**config.mk**
```make
export PLATFORM = sky130hd
export DESIGN_NAME = mux4x1_rr_arbiter
export DESIGN_NICKNAME = d
export VERILOG_FILES = /design/src/rtl/mux4x1_rr_arbiter.sv
export SDC_FILE = /design/constraint.sdc
export NUM_CORES = 1
export LEC_CHECK = 0
export CORE_MARGIN = 2
export CORE_UTILIZATION = 49
export DETAILED_ROUTE_END_ITERATION = 16
export GPL_TIMING_DRIVEN = 0
export PLACE_DENSITY = 0.9
export RECOVER_POWER = 100
export SYNTH_ARGS = -nofsm -noshare
export SYNTH_HDL_FRONTEND = slang
export SYNTH_SLANG_ARGS = --single-unit
```
**constraint.sdc**
```tcl
create_clock -name clk -period 7.3 [get_ports clk]
set_input_delay 2.19 -clock clk [delete_from_list [all_inputs] [get_ports clk]]
set_output_delay 2.19 -clock clk [all_outputs]
set_load 0.01 [all_outputs]
```
**src/rtl/mux4x1_rr_arbiter.sv**
```systemverilog
// Four-input data mux whose select is owned by a round-robin arbiter.
// An owner keeps the mux for up to MAX_BURST cycles while others wait.
module mux4x1_rr_arbiter #(
  parameter int unsigned W         = 8,
  parameter int unsigned MAX_BURST = 4
) (
  input  logic         clk,
  input  logic         rst_n,
  input  logic [3:0]   req,
  input  logic [W-1:0] i0,
  input  logic [W-1:0] i1,
  input  logic [W-1:0] i2,
  input  logic [W-1:0] i3,
  output logic [3:0]   gnt,
  output logic         s1,
  output logic         s0,
  output logic [W-1:0] y,
  output logic         vld
);

  localparam int unsigned CW      = 4;
  localparam logic [CW-1:0] CNT_MAX = CW'(MAX_BURST - 1);

  typedef enum logic {IDLE, GRANT} state_e;

  state_e         state_q, state_d;
  logic [1:0]     own_q, own_d;
  logic [1:0]     ptr_q, ptr_d;
  logic [CW-1:0]  cnt_q, cnt_d;
  logic [3:0]     gnt_q, gnt_d;
  logic [1:0]     sel_q, sel_d;
  logic [W-1:0]   y_q, y_d;
  logic           vld_q, vld_d;
  logic [3:0]     others;

  // First set bit of r searching base+1, base+2, base+3, base (mod 4).
  function automatic logic [1:0] pick(input logic [3:0] r, input logic [1:0] base);
    logic [1:0] idx;
    logic [1:0] res;
    res = base;
    for (int k = 4; k >= 1; k--) begin
      idx = base + 2'(k);
      if (r[idx]) res = idx;
    end
    return res;
  endfunction

  always_comb begin
    state_d = state_q;
    own_d   = own_q;
    ptr_d   = ptr_q;
    cnt_d   = cnt_q;
    others  = req & ~(4'b0001 << own_q);

    case (state_q)
      IDLE: begin
        if (|req) begin
          state_d = GRANT;
          own_d   = pick(req, ptr_q);
          cnt_d   = '0;
        end
      end
      GRANT: begin
        if (!req[own_q]) begin
          ptr_d = own_q;
          cnt_d = '0;
          if (|others) own_d   = pick(others, own_q);
          else         state_d = IDLE;
        end else if (|others) begin
          if (cnt_q >= CNT_MAX) begin
            ptr_d = own_q;
            own_d = pick(others, own_q);
            cnt_d = '0;
          end else begin
            cnt_d = CW'(cnt_q + CW'(1));
          end
        end else if (cnt_q < CNT_MAX) begin
          cnt_d = CW'(cnt_q + CW'(1));
        end
      end
      default: state_d = IDLE;
    endcase

    // Grant/select track the next owner; data lags select by one cycle.
    gnt_d = (state_d == GRANT) ? (4'b0001 << own_d) : 4'b0000;
    sel_d = (state_d == GRANT) ? own_d : sel_q;
    vld_d = (state_q == GRANT);
    y_d   = y_q;
    if (vld_d) begin
      case (sel_q)
        2'd0:    y_d = i0;
        2'd1:    y_d = i1;
        2'd2:    y_d = i2;
        default: y_d = i3;
      endcase
    end
  end

  always_ff @(posedge clk or negedge rst_n) begin
    if (!rst_n) begin
      state_q <= IDLE;
      own_q   <= 2'd0;
      ptr_q   <= 2'd3;
      cnt_q   <= '0;
      gnt_q   <= 4'b0000;
      sel_q   <= 2'd0;
      y_q     <= '0;
      vld_q   <= 1'b0;
    end else begin
      state_q <= state_d;
      own_q   <= own_d;
      ptr_q   <= ptr_d;
      cnt_q   <= cnt_d;
      gnt_q   <= gnt_d;
      sel_q   <= sel_d;
      y_q     <= y_d;
      vld_q   <= vld_d;
    end
  end

  assign gnt = gnt_q;
  assign s1  = sel_q[1];
  assign s0  = sel_q[0];
  assign y   = y_q;
  assign vld = vld_q;

endmodule

```
==> results of run 1 <==
power by group:
group / switching, mW / total (mW) / internal, mW
clock network: 0.0451 / 0.101 / 0.0557
logic: 0.242 / 0.501 / 0.259
registers: 0.0401 / 0.235 / 0.195
per-stage QoR:
step / std cells / power [mW]
after floorplan: 136 / 0.5889
after global placement: 230 / 0.7351
after detailed placement: 230 / 0.7647
after CTS: 234 / 0.8706
after global routing: 234 / 0.8860
final: 234 / 0.8367
flip-flops by register name, summed over array words and instances (netlist names):
register,count
y,8
own_q,2
sel_q,2
cnt_q,4
state_q,1
gnt,4
vld,1
ptr_q,2
cell usage in the layout, fill, tap and decap left out, types with 4 or more instances in the layout:
cell type and instances:
ha_1 5, o21ai_0 9, clkdlybuf4s50_1 26, inv_1 4
clkbuf_1 4, mux4_2 9, nand2_1 13, dlygate4sd3_1 24
mux2_2 7, nand4b_1 4, nor2b_1 5, clkbuf_4 4
nor2_1 7, dfrtp_1 22, a21oi_1 6
critical path, cell delays in order:
cell	delay (ns)
dlygate4sd3_1	0.56
clkbuf_1	0.37
mux4_1	0.35
a41oi_1	0.06
or4b_1	0.58
xnor2_4	0.18
a211o_1	0.33
nor2_1	0.13
layer usage:
| metal | vias to the layer above | GRT usage [%] | share of wire, % |
|---|---|---|---|
| met4 | 0 | 8.075 | 2.0 |
| met3 | 8 | 5.970 | 9.2 |
| met5 | - | 0 | 0 |
| met2 | 66 | 45.31 | 50 |
| li1 | 615 | - | - |
| met1 | 677 | 27.43 | 38 |
cells by family (layout without fill, tap and decap cells):
kind of cell             count (synthesis)  in the layout  share of synthesized area, %
AO/OA/AOI/OAI                           27             27                         12.05
XOR/XNOR                                 1              1                         1.745
adder cells (fa/ha/maj)                  5              5                         3.965
buffers and inverters                   13             67                         4.757
flip-flops                              24             24                         38.22
multiplexers                            19             19                         20.86
AND/OR/NAND/NOR                         47             47                         18.40
worst paths after layout:
kind	from	end	slack (ns)
worst max-delay path	req[0]	gnt[0]	2.83
worst min-delay path	state_q	vld	0.41
worst max register to register	own_q[1]	gnt[0]	4.39
worst min register to register	state_q	vld	0.41
max in group asynchronous	rst_n	y[3]	4.20
min in group asynchronous	rst_n	vld	2.46
final cells by class:
type	instances	area share [%]
Timing Repair Buffer	50	23.16
Clock buffer	3	1.042
Clock inverter	1	1.390
Inverter	4	0.6948
Tap cell	44	2.548
Buffer	9	2.779
Multi-Input combinational cell	99	40.47
Sequential cell	24	27.91
==> metrics.md, run 1 <==
| Metric | Value |
|---|---|
| Count of state elements after synthesis | 24 |
| CP Capture Type | register |
| Max Clk Rate | around 220 MHz |
| Max_cap viols | 0 |
| Post-Syn Area | between 1500 and 2000 µm² |
| Reg clk slew, reported paths | roughly 0.15 ns |
| PD cells | between 300 and 400 nW/µm² |
| I/O pin cnt | 53 |
| Area of the core | around 3100 µm² |
| Asr flop ratio synth | 100.0% |
| Yosys top cell by area | dfrtp_1 |
| H-tree lvl count | 1 |
| Status | finished clean |
| Initial DRC count | 65 |
| Slew margin rel. | 29.76% |
| Post-Route Skew | ~0.013 ns |
| Startpoint Class | primary input |
| Min cycle time layout | around 4.5 ns |
| Wire length per cell | about 18 µm |
| WP data required | 7.58 ns |
| Pins over their slew limit | 0 |
| GP Congestion | about 0.78 |
| Area contributors post-synth | dfrtp_1, mux4_2, mux2_2 |
| P_leak | ~0.90 nW |
| # rows | 20 |
| Nets | about 230 |
| Die Y-Extent | around 61 µm |
| Area of the multi-input gates | between 800 and 900 µm² |
| Syn Nets | between 150 and 200 |
| CTS tree | yes |
| Maximum clock insertion buffer count | 2 |
| Arrival time of the worst setup path | 4.75 ns |
| RSZ-0062 raised after global routing | false |
| Synth unique cells | 44 |
| Largest net degree at the start of global routing | 25 |
| Syn Inst Count | around 140 |
| Fin util | between 70% and 80% |
| Reg area | about 600 µm² |
| Hold Path Cell Cnt | 0 |
| Final Hold Fails | 0 |
| Grt ovf | 0 |
| Hold Crit Class | reg -> reg |
| Synthesis-to-layout area growth | 36.95% |
| Post-CTS sizing | 0 |
| Share of cells above drive strength 1 | 17.37% |
| CTS Hold Bufs | 0 |
| Layout fillers | 235 |
| Sum Neg Setup Slack | 0 ns |
| Dominant synthesized flop cell | dfrtp_1 |
| Cts bufs inserted | 3 |
| Root buffer cell | clkbuf_4 |
| Dpl ws | between 2 and 3 ns |
| Tot GR Track Use | ~24% |
| Max IR drop VDD | between 150 and 200 µV |
| Post-CTS Setup Bufs | 0 |
| Placement Cell Area | 2133 µm² |
| Vias per cell | 5.838 |
| Syn avg cell area | between 10 and 15 µm² |
| ANT cells | 0 |
| Total wire length | 4233 µm |
| Synthesis Warnings | 0 |
| Initial antenna violation count | 0 |
| Post-route antenna net violation count | 0 |
| Post-DP HPWL | 3066 µm |
| CP max FO | 10 |
| DRC Markers | 0 |
| IO Port Bufs | 50 |
| DR pass1 iterations | 4 |
| Die area | approximately 3700 µm² |
| Worst hold slack | 0.4078 ns |
| Setup violators final | 0 |
| Via Count | approximately 1.4k |
| Sink Count | 24 |
| Worst Reg-to-Reg Cells | 9 |
| Final Cycle Share | approximately 61% |
| Critical path type | in -> reg |
| Top cells by count, synth | dfrtp_1, nand2_1, mux4_2, o21ai_0, mux2_2 |
| Clock Latency Late Sink | approximately 0.34 ns |
| Sequential share of the synthesized area | 38.22% |
| Die X | between 60 and 70 µm |
| Number of synthesized flops with an enable pin | 0 |
| Design area | 2161 µm² |
| First-pass GRT wire length | 6486 µm |
| Initial Util | ~52% |
| Worst-margin pin slew | 1.050 ns |
| Most common cell in the netlist | dfrtp_1 |
| Top-area cell type share of the netlist area | about a third |
| Vias in the first global route | around 1.4k |
| Setup ws final | between 2 and 3 ns |
No activity file was read; power rests on OpenSTA's default activity.
==> run 2, diff against run 1 <==
--- a/config.mk
+++ b/config.mk
@@ -6,10 +6,10 @@
 export NUM_CORES = 1
 export LEC_CHECK = 0
 export CORE_MARGIN = 2
-export CORE_UTILIZATION = 49
+export CORE_UTILIZATION = 41
 export DETAILED_ROUTE_END_ITERATION = 16
 export GPL_TIMING_DRIVEN = 0
-export PLACE_DENSITY = 0.9
+export PLACE_DENSITY = 0.81
 export RECOVER_POWER = 100
 export SYNTH_ARGS = -nofsm -noshare
 export SYNTH_HDL_FRONTEND = slang
==> constraint.sdc (replaced) <==
create_clock -name clk -period 3.9 [get_ports clk]
set_input_delay 1.17 -clock clk [delete_from_list [all_inputs] [get_ports clk]]
set_output_delay 1.17 -clock clk [all_outputs]
set_load 0.01 [all_outputs]
==> run 2 against run 1 <==
- worst setup slack got worse by 2.5 ns
- hold slack got worse by 0.0089 ns
- routed wire length fell by 12%
- global-route usage fell by 6.1 points
- cell area barely moved
- register-to-register slack got worse by 3.4 ns
- combinational power rose by 77%
- critical endpoint is now gnt[2]
- non-clock buffer count did not move
- total power rose by 78%
- via count fell by 4.8%
- clock skew fell by 0.012 ns
- count of clock-buffer cells in the layout rose by 1
==> metrics.md, run 2 (synthesis results as in run 1) <==
| Metric | Value |
|---|---|
| CP max FO | 9 (-1) |
| PD cells | 687.0 nW/µm² (+77%) |
| Tot GR Track Use | 18.38% (-6.1 points) |
| Max_cap viols | 0 (unchanged) |
| Placed cells | 234 (+1.7%) |
| Final Hold Fails | 0 (unchanged) |
| # rows | 22 (+10%) |
| R2r setup slk | 0.96 ns (-3.43 ns) |
| Sink Count | 24 (unchanged) |
| ANT cells | 0 (unchanged) |
| GP Congestion | 0.9760 (+25%) |
| Post-route antenna net violation count | 0 (unchanged) |
| Max FFs per register | 8 (unchanged) |
| Wire length per cell | 15.72 µm (-13%) |
| DRC Markers | 0 (unchanged) |
| Design area | 2162 µm² (about the same) |
| I/O pin cnt | 53 (unchanged) |
| Most frequent cells in the layout | dlygate4sd3_1, clkdlybuf4s50_1, dfrtp_1 |
| Max Clk Rate | between 200 and 300 MHz |
| Hold Startpoint | state_q |
| Post-DP HPWL | 2977 µm (-2.9%) |
| Hold Crit Class | reg -> reg |
| Largest net degree at the start of global routing | 25 (unchanged) |
| Vias per cell | 5.466 (-6.4%) |
| Root buffer cell | clkbuf_8 |
| Synthesis-to-layout area growth | 37.03% (about the same) |
| Post-Layout Cell Count | 238 (+1.7%) |
| Reg clk slew, reported paths | 0.08 ns (-0.07 ns) |
| Final Cycle Share | between 90% and 100% |
| Worst hold slack | 0.3989 ns (-0.008927 ns) |
| Dpl ws | 0.2103 ns (-2.410 ns) |
| Share of cells above drive strength 1 | 17.37% (unchanged) |
| CTS Hold Bufs | 0 (unchanged) |
| Maximum clock insertion buffer count | 2 (unchanged) |
| Worst Reg-to-Reg Cells | 9 (unchanged) |
| Startpoint Class | primary input |
| First-pass GRT wire length | 6072 µm (-6.4%) |
| Post-CTS Setup Bufs | 0 (unchanged) |
| Worst reg2reg endpoint | gnt[2] |
| Total wire length | 3742 µm (-12%) |
| Status | finished clean |
| P_leak | 0.8965 nW (-0.79%) |
| Overall power | 1.485 mW (+78%) |
| Initial DRC count | 36 (-45%) |
| Post-CTS sizing | 0 (unchanged) |
| Placement Cell Area | 2138 µm² (+0.23%) |
| Initial Util | 42.77% (-8.9 points) |
| H-tree lvl count | 1 (unchanged) |
| Grt ovf | 0 (unchanged) |
| Worst r2r src | own_q[1] |
| Pins over their slew limit | 0 (unchanged) |
| Max IR drop VDD | 271.7 µV (+76%) |
| Hold Path End | vld |
| Nets | 234 (unchanged) |
| Die X | 66.04 µm (+8.7%) |
| IO Port Bufs | 50 (unchanged) |
| Sum Neg Setup Slack | 0 ns (unchanged) |
| CP Capture Type | register |
| Setup violators final | 0 (unchanged) |
| RSZ-0062 raised after global routing | false |
| Hold Path Cell Cnt | 0 (unchanged) |
| Critical path type | in -> reg |
| DR pass1 iterations | 5 (+1) |
| Slew margin rel. | 31.25% (+1.5 points) |
| WP data required | 4.04 ns (-3.54 ns) |
| Min cycle time layout | approximately 3.6 ns |
| Worst-margin pin slew | 1.028 ns (-0.02226 ns) |
| Fin util | 58.62% (-12 points) |
| Die Y-Extent | 66.04 µm (+8.7%) |
| Die area | 4361 µm² (+18%) |
| Clock Latency Late Sink | 0.26 ns (-0.08 ns) |
| CTS tree | yes |
| Via Count | 1301 (-4.8%) |
| Post-Route Skew | 0.0009629 ns (-0.01192 ns) |
| Initial antenna violation count | 0 (unchanged) |
| Cts bufs inserted | 3 (unchanged) |
| Arrival time of the worst setup path | 3.74 ns (-1.01 ns) |
| Setup ws final | 0.2974 ns (-2.531 ns) |
| Layout fillers | 322 (+37%) |
| Vias in the first global route | 1323 (-2.6%) |
| Area of the core | 3689 µm² (+21%) |
[run 2: cell count changes in the layout (fill, tap and decap cells not counted), sizes merged]
cell / change
clkdlybuf4s50: -1
bufinv: -1
dlygate4sd3: +1
clkbuf: +1
[run 2: final cells by class]
cell class | count | area (µm²) | area share [%]
Timing Repair Buffer | 50 | 500.5 | 23.15
Clock buffer | 4 | 55.05 | 2.546
Sequential cell | 24 | 603.1 | 27.89
Tap cell | 48 | 60.06 | 2.778
Buffer | 9 | 60.06 | 2.778
Inverter | 4 | 15.01 | 0.6944
Multi-Input combinational cell | 99 | 868.3 | 40.16
[run 2: worst max-delay path, stage by stage]
cell and delay (ns):
dlygate4sd3_1 0.67, mux4_2 0.54, and2_0 0.21, or4b_1 0.54
xnor2_1 0.36, a211o_1 0.21, a21oi_1 0.04
[run 2: power by group]
part	switching (mW)	internal, mW
combinational	0.416	0.472
clock	0.0720	0.0900
sequential	0.0687	0.366
[run 2: worst max-delay path by stage]
stage,end,from,cells past startpoint
after global placement,gnt[2],req[2],7
after global routing,gnt[2],req[2],7
final,gnt[2],req[2],7
after CTS,gnt[2],req[2],7
after floorplan,gnt[2],req[3],7
after detailed placement,gnt[2],req[2],7
[run 2: layer usage]
| layer | part of all wire (%) | track usage, % | vias up |
|---|---|---|---|
| li1 | - | - | 622 |
| met1 | 40 | 21.29 | 619 |
| met2 | 47 | 32.58 | 56 |
| met3 | 11 | 4.600 | 4 |
| met4 | 1.5 | 6.888 | 0 |
| met5 | 0 | 0 | - |
